--- config.mk ---
export PLATFORM = sky130hd
export DESIGN_NAME = ifetch_flat
export DESIGN_NICKNAME = d
export VERILOG_FILES = /design/src/rtl/ifetch_pkg.sv /design/src/rtl/ifetch_if.sv /design/src/rtl/ifetch_fifo.sv /design/src/rtl/ifetch.sv /design/src/flat_wrapper.sv
export SDC_FILE = /design/constraint.sdc
export NUM_CORES = 1
export LEC_CHECK = 0
export ABC_AREA = 1
export BUFFER_PORTS_ARGS = -buffer_cell sky130_fd_sc_hd__buf_2
export CORE_ASPECT_RATIO = 1.2
export CORE_MARGIN = 5
export CORE_UTILIZATION = 54
export DETAILED_ROUTE_END_ITERATION = 12
export PLACE_DENSITY = 0.89
export REMOVE_ABC_BUFFERS = 1
export SKIP_CTS_REPAIR_TIMING = 1
export SLEW_MARGIN = 0
export SYNTH_ARGS = -nofsm -noshare
export SYNTH_HDL_FRONTEND = slang
export SYNTH_SLANG_ARGS = --single-unit
export TNS_END_PERCENT = 100
--- constraint.sdc ---
create_clock -name clock -period 1.9 [get_ports clock]
set_clock_uncertainty 0.2 [all_clocks]
set_input_delay 0.38 -clock clock [delete_from_list [all_inputs] [get_ports clock]]
set_output_delay 0.38 -clock clock [all_outputs]
set_load 0.05 [all_outputs]
--- src/rtl/ifetch_pkg.sv ---
// Shared fetch-stage definitions: datapath width, default queue depth,
// FSM encodings and the queued instruction entry.
package ifetch_pkg;

    localparam int DATA_W   = 16;
    localparam int IF_DEPTH = 2;

    typedef enum logic [1:0] {
        IF_IDLE = 2'd0,
        IF_REQ  = 2'd1,
        IF_DROP = 2'd2
    } if_state_e;

    typedef struct packed {
        logic [DATA_W-1:0] addr;
        logic [DATA_W-1:0] data;
    } if_entry_t;

    function automatic if_entry_t make_entry(input logic [DATA_W-1:0] addr,
                                             input logic [DATA_W-1:0] data);
        if_entry_t e;
        e.addr = addr;
        e.data = data;
        return e;
    endfunction

endpackage

--- src/rtl/ifetch_if.sv ---
// Instruction memory request/acknowledge bus between fetch (master) and memory (slave).
interface ifetch_if;
    import ifetch_pkg::*;

    logic              mem_req;
    logic [DATA_W-1:0] mem_addr;
    logic [DATA_W-1:0] mem_rdata;
    logic              mem_ack;

    modport master (output mem_req, output mem_addr, input mem_rdata, input mem_ack);
    modport slave  (input mem_req, input mem_addr, output mem_rdata, output mem_ack);

endinterface

--- src/rtl/ifetch_fifo.sv ---
// Small synchronous FIFO of {fetch address, instruction} entries with a
// clear that overrides any same-edge push or pop.
module fetch_fifo
    import ifetch_pkg::*;
#(
    parameter  int DEPTH = IF_DEPTH,
    localparam int PTR_W = $clog2(DEPTH),
    localparam int CNT_W = PTR_W + 1
) (
    input  logic             clock,
    input  logic             n_rst,
    input  logic             push,
    input  logic             pop,
    input  logic             clear,
    input  if_entry_t        din,
    output if_entry_t        head,
    output logic [CNT_W-1:0] count,
    output logic             empty
);

    if_entry_t        mem_r [DEPTH];
    logic [PTR_W-1:0] wr_ptr_r;
    logic [PTR_W-1:0] rd_ptr_r;
    logic [CNT_W-1:0] count_r;
    logic             pop_ok_s;
    logic             push_ok_s;

    // A push into a full queue is only legal when the same edge pops.
    assign pop_ok_s  = pop && (count_r != {CNT_W{1'b0}});
    assign push_ok_s = push && ((count_r != CNT_W'(DEPTH)) || pop_ok_s);

    // Storage, pointers and occupancy count.
    always_ff @(posedge clock or negedge n_rst) begin
        if (!n_rst) begin
            for (int i = 0; i < DEPTH; i++) begin
                mem_r[i] <= '0;
            end
            wr_ptr_r <= {PTR_W{1'b0}};
            rd_ptr_r <= {PTR_W{1'b0}};
            count_r  <= {CNT_W{1'b0}};
        end else if (clear) begin
            rd_ptr_r <= wr_ptr_r;
            count_r  <= {CNT_W{1'b0}};
        end else begin
            if (push_ok_s) begin
                mem_r[wr_ptr_r] <= din;
                wr_ptr_r        <= wr_ptr_r + PTR_W'(1);
            end
            if (pop_ok_s) begin
                rd_ptr_r <= rd_ptr_r + PTR_W'(1);
            end
            case ({push_ok_s, pop_ok_s})
                2'b10:   count_r <= count_r + CNT_W'(1);
                2'b01:   count_r <= count_r - CNT_W'(1);
                default: count_r <= count_r;
            endcase
        end
    end

    assign head  = mem_r[rd_ptr_r];
    assign count = count_r;
    assign empty = (count_r == {CNT_W{1'b0}});

endmodule

--- src/rtl/ifetch.sv ---
// Instruction fetch stage: launches one memory request at a time from the PC,
// queues returned words with their address and hands them to decode.
module ifetch
    import ifetch_pkg::*;
#(
    parameter int DEPTH = IF_DEPTH
) (
    input  logic              clock,
    input  logic              n_rst,
    input  logic [DATA_W-1:0] pc_addr,
    input  logic              flush,
    output logic              pc_hold,
    ifetch_if.master          mem,
    output logic [DATA_W-1:0] ir,
    output logic [DATA_W-1:0] ir_pc,
    output logic              ir_valid,
    input  logic              ir_ready
);

    localparam int CNT_W = $clog2(DEPTH) + 1;

    if_state_e         state_r;
    if_state_e         next_state_s;
    logic              mem_req_r;
    logic              req_next_s;
    logic [DATA_W-1:0] mem_addr_r;
    logic [DATA_W-1:0] addr_next_s;
    logic              launch_s;
    logic              ack_s;
    logic              push_s;
    logic              pop_s;
    logic [CNT_W-1:0]  fifo_count_s;
    logic              fifo_empty_s;
    if_entry_t         fifo_head_s;

    // Launching only below DEPTH reserves the slot the ack will later fill.
    assign launch_s = (state_r == IF_IDLE) && (fifo_count_s < CNT_W'(DEPTH)) && !flush;
    assign pc_hold  = !launch_s;
    assign ack_s    = mem.mem_ack && mem_req_r;
    assign pop_s    = ir_valid && ir_ready;

    // Next-state and request decode; an issued request is held until acked.
    always_comb begin
        next_state_s = state_r;
        req_next_s   = mem_req_r;
        addr_next_s  = mem_addr_r;
        push_s       = 1'b0;
        case (state_r)
            IF_IDLE: begin
                if (launch_s) begin
                    next_state_s = IF_REQ;
                    req_next_s   = 1'b1;
                    addr_next_s  = pc_addr;
                end else begin
                    next_state_s = IF_IDLE;
                    req_next_s   = 1'b0;
                end
            end
            IF_REQ: begin
                if (ack_s) begin
                    push_s       = !flush;
                    next_state_s = IF_IDLE;
                    req_next_s   = 1'b0;
                end else if (flush) begin
                    next_state_s = IF_DROP;
                end else begin
                    next_state_s = IF_REQ;
                end
            end
            IF_DROP: begin
                if (ack_s) begin
                    next_state_s = IF_IDLE;
                    req_next_s   = 1'b0;
                end else begin
                    next_state_s = IF_DROP;
                end
            end
            default: begin
                next_state_s = IF_IDLE;
                req_next_s   = 1'b0;
            end
        endcase
    end

    // FSM state and registered memory request outputs.
    always_ff @(posedge clock or negedge n_rst) begin
        if (!n_rst) begin
            state_r    <= IF_IDLE;
            mem_req_r  <= 1'b0;
            mem_addr_r <= {DATA_W{1'b0}};
        end else begin
            state_r    <= next_state_s;
            mem_req_r  <= req_next_s;
            mem_addr_r <= addr_next_s;
        end
    end

    fetch_fifo #(.DEPTH(DEPTH)) u_fifo (
        .clock (clock),
        .n_rst (n_rst),
        .push  (push_s),
        .pop   (pop_s),
        .clear (flush),
        .din   (make_entry(mem_addr_r, mem.mem_rdata)),
        .head  (fifo_head_s),
        .count (fifo_count_s),
        .empty (fifo_empty_s)
    );

    assign mem.mem_req  = mem_req_r;
    assign mem.mem_addr = mem_addr_r;
    assign ir_valid     = !fifo_empty_s;
    assign ir           = fifo_head_s.data;
    assign ir_pc        = fifo_head_s.addr;

endmodule

--- src/flat_wrapper.sv ---
// flat-port wrapper written by rule: the top's interface ports become plain ports
module ifetch_flat import ifetch_pkg::*;
#(
    parameter int DEPTH = IF_DEPTH
)
  (clock, n_rst, pc_addr, flush, pc_hold, ir, ir_pc, ir_valid, ir_ready, mem_mem_req, mem_mem_addr, mem_mem_rdata, mem_mem_ack);
  ifetch_if mem_i ();
  input  logic clock;
  input  logic n_rst;
  input  logic [DATA_W-1:0] pc_addr;
  input  logic flush;
  output logic pc_hold;
  output logic [DATA_W-1:0] ir;
  output logic [DATA_W-1:0] ir_pc;
  output logic ir_valid;
  input  logic ir_ready;
  output wire logic [$bits(mem_i.mem_req)-1:0] mem_mem_req;
  output wire logic [$bits(mem_i.mem_addr)-1:0] mem_mem_addr;
  input wire logic [$bits(mem_i.mem_rdata)-1:0] mem_mem_rdata;
  input wire logic [$bits(mem_i.mem_ack)-1:0] mem_mem_ack;
  assign mem_mem_req = mem_i.mem_req;
  assign mem_mem_addr = mem_i.mem_addr;
  assign mem_i.mem_rdata = mem_mem_rdata;
  assign mem_i.mem_ack = mem_mem_ack;
  ifetch #(.DEPTH(DEPTH)) u_core (.clock(clock), .n_rst(n_rst), .pc_addr(pc_addr), .flush(flush), .pc_hold(pc_hold), .mem(mem_i), .ir(ir), .ir_pc(ir_pc), .ir_valid(ir_valid), .ir_ready(ir_ready));
endmodule
==> reports/qor.yml <==
tritoncts: "yes"
drtIter0Drc: 277
core_area_um2: 7150
worstSetupPathDepth: 3
ys_ff_latch: 87
synth.area.top_cells: "dfrtp_1 56%, nand2_1 18%, o21ai_0 8.6%"
num_rows: 34
yosys.area.top_type: "dfrtp_1"
place_inst: 637
port_buffers: 87
cp.required_ps: 1320
cts_root_buffer: "clkbuf_8"
worst_slack_ps: -135
drive_above_1_share: 0.344
syn_inst: 469
grt.overflow.total: 0
final_cell_area_um2: 5370
wl_per_cell_um: 15.9
antenna_found_initial: 0
worst_pin_slew_ps: 520
critical_path.top_delay_family: "flip-flops"
setup-violations-final: 48
stdcell_count: 669
irDropWorstVdd_mv: 1.23
leakage_uw: 0.00282
clk_latency_ps: 350
startpoint_type: "register"
drc: 0
critPathBufInv: 2
die_h_um: 103
firstDrtPassIters: 5
outcome: "finished, violations left"
drt-vias-per-instance: 5.34
antennaDiodeCount: 0
crit_chain: "clkbuf_16 > o21ai_1 > buf_6"
synth_top_area_frac: 0.558
syn_area_per_cell_um2: 8.31
hp-class: "in2reg"
grt_pass1_wl_mm: 14.8
rsz0062_at_grt: "yes"
area_growth_pct: 37.7
track_usage: 0.209
yosys_warnings: 0
hold-path-cell-count: 3
slew_violations: 0
timing.slew.headroom: 0.653
synth_cell_types: 28
crit_path_max_incr_delay_ps: 470
hold_viol: 0
pin_count: 88
ys_async_sr_fraction: 1.00
grt_max_degree: 51
final_antenna_net_count: 0
cp-end-kind: "primary output"
powerDensity_nw_per_um2: 1830
routed_wl_mm: 10.6
cts.path.max_buffers: 2
dieArea_um2: 9030
cts_buffers: 9
max_clock_freq_mhz: 491
die_w_um: 87.6
violations: "setup timing"
dp_slack_ps: 54.9
placed_area_um2: 4520
fin_crit_sh: 1.07
post-route-min-period_ps: 2040
fin_nets: 615
grt_pass1_vias: 3303
start_util: 0.546
clock_sinks: 87
syn-cell-area_um2: 3900
critPathSlowestCell: "dfrtp_2"
synth_ff_type: "dfrtp_1"
ys_seq_area_frac: 0.558
cp.arrival_ps: 1460
dr_total_vias: 3574
synth-edff-count: 0
path_clk_slew_ps: 90
drv_cap: 0
path_max_fanout: 25
rr_worst_depth: 10
gp_congestion: 0.792
htree_levels: 3
crit_type: "reg2out"
dp_hpwl_mm: 6.18
## metal layers
layer | vias to the layer above | track usage | routed length, µm
met1 | 1701 | 0.260 | 4190
met3 | 32 | 0.0480 | 681
li1 | 1685 | - | -
met5 | - | 0 | 0
met4 | 0 | 0.0862 | 332
met2 | 156 | 0.350 | 5440
## path summary, 6_finish.rpt
check                                        startpoint                      end  slack (ps)
worst max-delay path             u_core.u_fifo.rd_ptr_r                 ir_pc[8]        -140
worst min-delay path                         pc_addr[1]   u_core.mem.mem_addr[1]           9
worst max register to register        u_core.state_r[1]  u_core.u_fifo.mem_r[52]         -50
worst min register to register  u_core.u_fifo.mem_r[26]  u_core.u_fifo.mem_r[26]         280
max in group asynchronous                         n_rst   u_core.u_fifo.mem_r[9]         680
min in group asynchronous                         n_rst  u_core.u_fifo.mem_r[33]         290
## cell usage after synthesis, types with 2 or more instances
library cell and n:
nand2_1 187, dfrtp_1 87, o21ai_0 67, inv_1 43
o21ai_1 30, clkbuf_1 12, nor2_1 6, buf_4 5
ha_1 4, nand3_1 4, buf_2 3, buf_6 3
nand4_1 2, nor2_4 2
## logic make-up (layout without fill, tap and decap cells)
logic type	after synthesis	in the layout	share of synthesized area
AOI/OAI and AO/OA	100	100	0.129
xor gates and xnor gates	2	2	0.00449
adders and majority gates	4	4	0.0128
buffers and inverters	69	179	0.0786
DFF	87	87	0.558
muxes	1	1	0.00289
and+or+nand+nor	206	206	0.214
## metrics by stage
stage,util,TNS [ps],hold WS [ps],total power (µW)
6_report,0.751,-2620,9.16,9840
4_1_cts,0.657,-4460,-276,8820
5_1_grt,0.751,-6810,1.99,10400
3_5_place_dp,0.632,0,123,7640
3_3_place_gp,0.632,0,118,7510
2_1_floorplan,-,-35300,-116,6260
## cell type report
| class | instances | area (µm²) |
|---|---|---|
| flip-flops and latches | 87 | 2180 |
| fillers | 476 | 1780 |
| multi-input cells | 313 | 1640 |
| repair buffers | 118 | 1080 |
| inverters | 45 | 171 |
| clock buffers | 10 | 138 |
| well taps | 90 | 113 |
| clock inverters | 6 | 42.5 |
## cell usage in the layout (no fill, tap or decap), types with 3 or more instances in the layout
cell type	count
inv_1	41
nand2_1	163
buf_6	28
o21ai_0	33
nand2_2	21
inv_2	3
nand2_4	4
buf_2	53
o21ai_2	24
nand3_1	4
buf_12	9
nor2_1	5
clkbuf_16	5
buf_8	3
o21ai_1	39
buf_4	19
dfrtp_1	85
clkbuf_8	10
## power by group
part / internal [µW] / switching (µW) / total (µW) / leakage [µW]
Combinational: 1810 / 3870 / 5690 / 0.00172
Sequential: 2460 / 498 / 2960 / 0.00101
Clock: 515 / 670 / 1190 / 0.0000891
## registers in the layout, indices dropped and copies added, names as in the netlist
| register | count |
|---|---|
| u_core.u_fifo.rd_ptr_r | 1 |
| u_core.u_fifo.mem_r | 64 |
| u_core.u_fifo.wr_ptr_r | 1 |
| u_core.u_fifo.count | 2 |
| u_core.state_r | 2 |
| u_core.mem.mem_req | 1 |
| u_core.mem.mem_addr | 16 |
## tightest hold or removal path: stages
cell	delay, ps
buf_2	70
nand2_1	40
nand2_1	40
No activity file was read; power rests on OpenSTA's default activity.
